File: config.mk
export PLATFORM = sky130hd
export DESIGN_NAME = lm_encoder_flat
export DESIGN_NICKNAME = d
export VERILOG_FILES = /design/src/rtl/lm_encoder_if.sv /design/src/rtl/lm_encoder.sv /design/src/flat_wrapper.sv
export SDC_FILE = /design/constraint.sdc
export NUM_CORES = 1
export LEC_CHECK = 0
export ABC_AREA = 1
export CORE_ASPECT_RATIO = 0.75
export CORE_MARGIN = 8
export CORE_UTILIZATION = 45
export DETAILED_ROUTE_END_ITERATION = 10
export PLACE_DENSITY = 0.74
export SLEW_MARGIN = 10
export SYNTH_ARGS = -nofsm -noshare
export SYNTH_HDL_FRONTEND = slang
export SYNTH_SLANG_ARGS = --single-unit
File: constraint.sdc
create_clock -name clk -period 3.6 [get_ports clk]
set_clock_uncertainty 0.05 [all_clocks]
set_input_delay 1.08 -clock clk [delete_from_list [all_inputs] [get_ports clk]]
set_output_delay 1.08 -clock clk [all_outputs]
set_load 0.03 [all_outputs]
File: src/rtl/lm_encoder_if.sv
// Event/FIFO-write bundle between the LED-event producers, the encoder and the
// LED-manager FIFO write port.
interface lm_encoder_if #(
    parameter int WIDTH = 8
);
    logic             err_valid;
    logic [WIDTH-3:0] err_code;
    logic             data_valid;
    logic [WIDTH-3:0] data_val;
    logic             data_ready;
    logic             act_valid;
    logic [WIDTH-3:0] act_val;
    logic             act_ready;
    logic             fifo_full;
    logic             wr_en;
    logic [WIDTH-1:0] wr_data;
    logic             clr_overrun;
    logic             err_overrun;

    modport master (
        output err_valid, err_code,
        output data_valid, data_val,
        output act_valid, act_val,
        output fifo_full, clr_overrun,
        input  data_ready, act_ready,
        input  wr_en, wr_data, err_overrun
    );

    modport slave (
        input  err_valid, err_code,
        input  data_valid, data_val,
        input  act_valid, act_val,
        input  fifo_full, clr_overrun,
        output data_ready, act_ready,
        output wr_en, wr_data, err_overrun
    );
endinterface

File: src/rtl/lm_encoder.sv
// LED-manager write-side encoder: tags error/data/actualization events as LED
// words and writes them into the LED FIFO, spaced so each pattern stays visible.
module lm_encoder #(
    parameter int WIDTH_LEDS = 8,
    parameter int WIDTH      = WIDTH_LEDS,
    parameter int GAP        = 4
) (
    input  logic         clk,
    input  logic         rst,
    lm_encoder_if.slave  bus
);
    localparam int PW = WIDTH - 2;
    localparam int CW = (GAP > 1) ? $clog2(GAP) : 1;
    localparam logic [CW-1:0] CNT_LOAD = CW'(GAP - 1);

    localparam logic [1:0] TAG_ERR  = 2'b11;
    localparam logic [1:0] TAG_DATA = 2'b01;
    localparam logic [1:0] TAG_ACT  = 2'b10;

    typedef enum logic {
        ST_IDLE,
        ST_GAP
    } state_t;

    typedef enum logic [1:0] {
        SRC_NONE,
        SRC_ERR,
        SRC_DATA,
        SRC_ACT
    } src_t;

    state_t         state_reg, state_next;
    logic [CW-1:0]  cnt_reg, cnt_next;
    src_t           win;
    logic           do_write;
    logic [WIDTH-1:0] word;

    logic             wr_en_reg;
    logic [WIDTH-1:0] wr_data_reg;
    logic             last_served_reg;   // 0: data served last, 1: actualization
    logic             err_overrun_reg;

    logic             err_pend_reg;
    logic [PW-1:0]    err_code_reg;
    logic             err_write;
    logic             overrun_set;

    // Handshake slots: index 0 is data, index 1 is actualization.
    logic [1:0]       hs_valid;
    logic [PW-1:0]    hs_val [2];
    logic [1:0]       hs_pend;
    logic [1:0]       hs_ready;
    logic [1:0]       hs_clear;
    logic [PW-1:0]    hs_payload [2];

    assign hs_valid  = {bus.act_valid, bus.data_valid};
    assign hs_val[0] = bus.data_val;
    assign hs_val[1] = bus.act_val;
    assign hs_clear  = {do_write && (win == SRC_ACT), do_write && (win == SRC_DATA)};

    genvar gi;
    generate
        for (gi = 0; gi < 2; gi++) begin : g_slot
            logic          pend_reg;
            logic [PW-1:0] payload_reg;

            // Ready is gated by rst so producers see no slot while in reset.
            assign hs_ready[gi]   = !pend_reg && rst;
            assign hs_pend[gi]    = pend_reg;
            assign hs_payload[gi] = payload_reg;

            always_ff @(posedge clk) begin
                if (!rst) begin
                    pend_reg    <= 1'b0;
                    payload_reg <= '0;
                end else if (hs_valid[gi] && hs_ready[gi]) begin
                    pend_reg    <= 1'b1;
                    payload_reg <= hs_val[gi];
                end else if (hs_clear[gi]) begin
                    pend_reg    <= 1'b0;
                end
            end
        end
    endgenerate

    assign bus.data_ready = hs_ready[0];
    assign bus.act_ready  = hs_ready[1];

    assign err_write   = do_write && (win == SRC_ERR);
    assign overrun_set = bus.err_valid && err_pend_reg && !err_write;

    // A fresh error arriving on the write edge refills the slot, so it stays pending.
    always_ff @(posedge clk) begin
        if (!rst) begin
            err_pend_reg <= 1'b0;
            err_code_reg <= '0;
        end else if (bus.err_valid) begin
            err_pend_reg <= 1'b1;
            err_code_reg <= bus.err_code;
        end else if (err_write) begin
            err_pend_reg <= 1'b0;
        end
    end

    always_comb begin
        win = SRC_NONE;
        if (err_pend_reg) begin
            win = SRC_ERR;
        end else if (hs_pend[0] && hs_pend[1]) begin
            win = last_served_reg ? SRC_DATA : SRC_ACT;
        end else if (hs_pend[0]) begin
            win = SRC_DATA;
        end else if (hs_pend[1]) begin
            win = SRC_ACT;
        end
    end

    always_comb begin
        word = '0;
        case (win)
            SRC_ERR:  word = {TAG_ERR,  err_code_reg};
            SRC_DATA: word = {TAG_DATA, hs_payload[0]};
            SRC_ACT:  word = {TAG_ACT,  hs_payload[1]};
            default:  word = '0;
        endcase
    end

    always_ff @(posedge clk) begin
        if (!rst) begin
            state_reg <= ST_IDLE;
            cnt_reg   <= '0;
        end else begin
            state_reg <= state_next;
            cnt_reg   <= cnt_next;
        end
    end

    always_comb begin
        state_next = state_reg;
        cnt_next   = cnt_reg;
        do_write   = 1'b0;
        case (state_reg)
            ST_IDLE: begin
                if ((win != SRC_NONE) && !bus.fifo_full) begin
                    do_write   = 1'b1;
                    cnt_next   = CNT_LOAD;
                    state_next = ST_GAP;
                end
            end
            ST_GAP: begin
                if (cnt_reg == '0) begin
                    state_next = ST_IDLE;
                end else begin
                    cnt_next = cnt_reg - CW'(1);
                end
            end
            default: state_next = ST_IDLE;
        endcase
    end

    always_ff @(posedge clk) begin
        if (!rst) begin
            wr_en_reg       <= 1'b0;
            wr_data_reg     <= '0;
            last_served_reg <= 1'b1;
            err_overrun_reg <= 1'b0;
        end else begin
            wr_en_reg <= do_write;
            if (do_write) begin
                wr_data_reg <= word;
            end
            if (do_write && (win == SRC_DATA)) begin
                last_served_reg <= 1'b0;
            end else if (do_write && (win == SRC_ACT)) begin
                last_served_reg <= 1'b1;
            end
            if (overrun_set) begin
                err_overrun_reg <= 1'b1;
            end else if (bus.clr_overrun) begin
                err_overrun_reg <= 1'b0;
            end
        end
    end

    assign bus.wr_en       = wr_en_reg;
    assign bus.wr_data     = wr_data_reg;
    assign bus.err_overrun = err_overrun_reg;
endmodule

File: src/flat_wrapper.sv
// flat-port wrapper written by rule: the top's interface ports become plain ports
module lm_encoder_flat 
#(
    parameter int WIDTH_LEDS = 8,
    parameter int WIDTH      = WIDTH_LEDS,
    parameter int GAP        = 4
)
  (clk, rst, bus_err_valid, bus_err_code, bus_data_valid, bus_data_val, bus_act_valid, bus_act_val, bus_fifo_full, bus_clr_overrun, bus_data_ready, bus_act_ready, bus_wr_en, bus_wr_data, bus_err_overrun);
  lm_encoder_if #(.WIDTH(WIDTH)) bus_i ();
  input  logic clk;
  input  logic rst;
  input wire logic [$bits(bus_i.err_valid)-1:0] bus_err_valid;
  input wire logic [$bits(bus_i.err_code)-1:0] bus_err_code;
  input wire logic [$bits(bus_i.data_valid)-1:0] bus_data_valid;
  input wire logic [$bits(bus_i.data_val)-1:0] bus_data_val;
  input wire logic [$bits(bus_i.act_valid)-1:0] bus_act_valid;
  input wire logic [$bits(bus_i.act_val)-1:0] bus_act_val;
  input wire logic [$bits(bus_i.fifo_full)-1:0] bus_fifo_full;
  input wire logic [$bits(bus_i.clr_overrun)-1:0] bus_clr_overrun;
  output wire logic [$bits(bus_i.data_ready)-1:0] bus_data_ready;
  output wire logic [$bits(bus_i.act_ready)-1:0] bus_act_ready;
  output wire logic [$bits(bus_i.wr_en)-1:0] bus_wr_en;
  output wire logic [$bits(bus_i.wr_data)-1:0] bus_wr_data;
  output wire logic [$bits(bus_i.err_overrun)-1:0] bus_err_overrun;
  assign bus_i.err_valid = bus_err_valid;
  assign bus_i.err_code = bus_err_code;
  assign bus_i.data_valid = bus_data_valid;
  assign bus_i.data_val = bus_data_val;
  assign bus_i.act_valid = bus_act_valid;
  assign bus_i.act_val = bus_act_val;
  assign bus_i.fifo_full = bus_fifo_full;
  assign bus_i.clr_overrun = bus_clr_overrun;
  assign bus_data_ready = bus_i.data_ready;
  assign bus_act_ready = bus_i.act_ready;
  assign bus_wr_en = bus_i.wr_en;
  assign bus_wr_data = bus_i.wr_data;
  assign bus_err_overrun = bus_i.err_overrun;
  lm_encoder #(.WIDTH_LEDS(WIDTH_LEDS), .WIDTH(WIDTH), .GAP(GAP)) u_core (.clk(clk), .rst(rst), .bus(bus_i));
endmodule
==> out/metrics.csv <==
metric,value,unit
drtIter0Drc,82,
rsz0062_at_grt,no,
cts_max_path_buffers,2,
cp_max_fo,13,
synth_cells,199,
ys_seq_area_share,46.9,%
antenna_found_initial,0,
tightest_slew,0.376,ns
crit_arrival,2.11,ns
grt_pass1_wl,5.76,mm
synth_top_cells_by_area,"dfxtp_1 47%, nand2_1 14%, nand3_1 13%, ha_1 5.0%, inv_1 4.0%",
grt_overflow,0,
crit_path_end_kind,output port,
crit_required,2.47,ns
drc,0,
synthXorXnorAreaFrac,0,%
io_pins,37,
clkTransAtPathRegs,0.07,ns
hold_buffers,0,
pwr-share-comb,18.6,%
rows,18,
synth_fp_nets,230,
synth-compound-area-share,6.70,%
dp_hpwl,2.55,mm
ys_warn_count,0,
yosysTopAreaCellShare,46.9,%
finalWorstSetupSlack,0.357,ns
maxSlewHeadroom,74.9,%
final_nets,270,
wire_per_inst,12.3,um
initial_core_util,46.1,%
cts_buffers,5,
drt-pass1-iter-count,4,
muxShareOfSynthArea,0,%
synth_cell_types,14,
p_leak,0.898,nW
fmax,0.308,GHz
vias,1364,
cts_sinks,35,
synth.avg_cell_area,7.51,um^2
synth-simple-area-share,35.6,%
port_buffers,36,
postLayoutCellArea,2000,um^2
vias_per_cell,4.87,
cts_tree,done,
place_ws,0.368,ns
worstHoldPathType,flop to flop,
power_density,492,nW/um^2
n_antenna_cell,0,
drive_above_1_share,7.92,%
p_clk_share,36.6,%
cts-root-buf,clkbuf_8,
swShare,26.9,%
wl,3.43,mm
post-cts-setup-buffer-count,0,
die_w,82.5,um
finalCriticalPeriod,3.24,ns
core,3240,um^2
synth_top_family_by_area,simple AND/OR/NAND/NOR gates,
first_global_vias,1288,
post-route-period-util,90.1,%
peakVddDrop,321,uV
path_class,input pin to output port,
dieArea,5440,um^2
setup_viol,0,
power.internal,0.720,mW
grt_max_degree,25,
placedInstanceArea,1880,um^2
largest_register_ffs,12,
cts_resized,0,
power.total,0.985,mW
clk_latency,0.28,ns
status,"finished, final reports clean",
ant_nets,0,
hold_violations,0,
drv_cap,0,
htreeDepth,2,
ys_ff_latch,35,
finalSetupTns,0,ns
drv_slew,0,
syn_to_final_growth,34.0,%
die_y,65.9,um
switchingPower,0.264,mW
synth_adder_area_share,5.03,%
startpoint_type,input pin,
synth_area,1490,um^2
yosys.area.top_type,dfxtp_1,
globalplace.congestion,0.808,
pwr-share-seq,44.8,%
grt_usage,13.5,%
## layout make-up
class	count	area [um^2]
sequential	35	701
tap	40	50.0
inverter	17	63.8
fill	302	1240
clock inverter	2	35.0
clock buffer	6	82.6
timing repair buffer	37	363
multi-input combinational	143	707
## cells in the mapped netlist
library cell	count
nand2_1	56
nand3_1	38
dfxtp_1	35
inv_1	16
nor2_1	16
a21oi_1	11
o21ai_0	9
ha_1	6
buf_2	3
nand2_2	3
nor2_2	2
nor2_8	2
buf_4	1
inv_2	1
## path summary, 6_finish.rpt
path                                              to  slack (ns)  cells after the start                              startpoint
setup reg to reg  u_core.bus.wr_data[5]$_SDFFE_PN0N_        1.57                      9  u_core.g_slot[0].pend_reg$_SDFFE_PN0P_
setup / recovery                      bus_data_ready        0.36                      4                                     rst
hold reg to reg   u_core.bus.wr_data[7]$_SDFFE_PN0N_        0.41                      2      u_core.bus.wr_data[7]$_SDFFE_PN0N_
hold / removal    u_core.bus.wr_data[7]$_SDFFE_PN0N_        0.41                      2      u_core.bus.wr_data[7]$_SDFFE_PN0N_
## kinds of logic after synthesis
kind of cell / after synthesis
and+or+nand+nor: 117
AOI/OAI and AO/OA: 20
DFF: 35
buffers and inverters: 21
adders and majority gates: 6
## critical path, stage by stage
cell and delay, ns:
clkdlybuf4s50_1 0.50, inv_2 0.16, nor2_8 0.18, buf_4 0.18
## per-layer routing
layer | wire length (um) | track usage [%] | part of all wire (%)
met1 | 1690 | 17.5 | 49
met2 | 1390 | 19.5 | 40
met3 | 316 | 5.71 | 9.2
met4 | 36 | 4.94 | 1.0
met5 | 0 | 0 | 0
## stage by stage
step | utilization [%] | hold WS (ns) | cells
2_1_floorplan | - | 0.394 | 199
3_3_place_gp | 58.1 | 0.405 | 272
3_5_place_dp | 58.1 | 0.405 | 272
4_1_cts | 61.7 | 0.416 | 280
5_1_grt | 61.7 | 0.432 | 280
6_report | 61.7 | 0.414 | 280
## cells in the final DEF, fill, tap and decap left out
master,instances
a21oi_1,11
buf_4,3
bufinv_16,1
clkbuf_8,6
clkdlybuf4s50_1,34
clkinv_2,1
dfxtp_1,35
ha_1,6
inv_1,16
inv_2,1
nand2_1,56
nand2_2,3
nand3_1,38
nor2_1,16
nor2_2,2
nor2_8,2
o21ai_0,9
## power by group through the flow
stage	clock [mW]	sequential [mW]	combinational (mW)
final	0.361	0.441	0.183
after floorplan	0	0.457	0.104
after CTS	0.370	0.440	0.185
after global placement	0	0.448	0.180
after detailed placement	0	0.449	0.183
after global routing	0.386	0.444	0.207
Note: power is estimated with default switching activity, not from simulation.
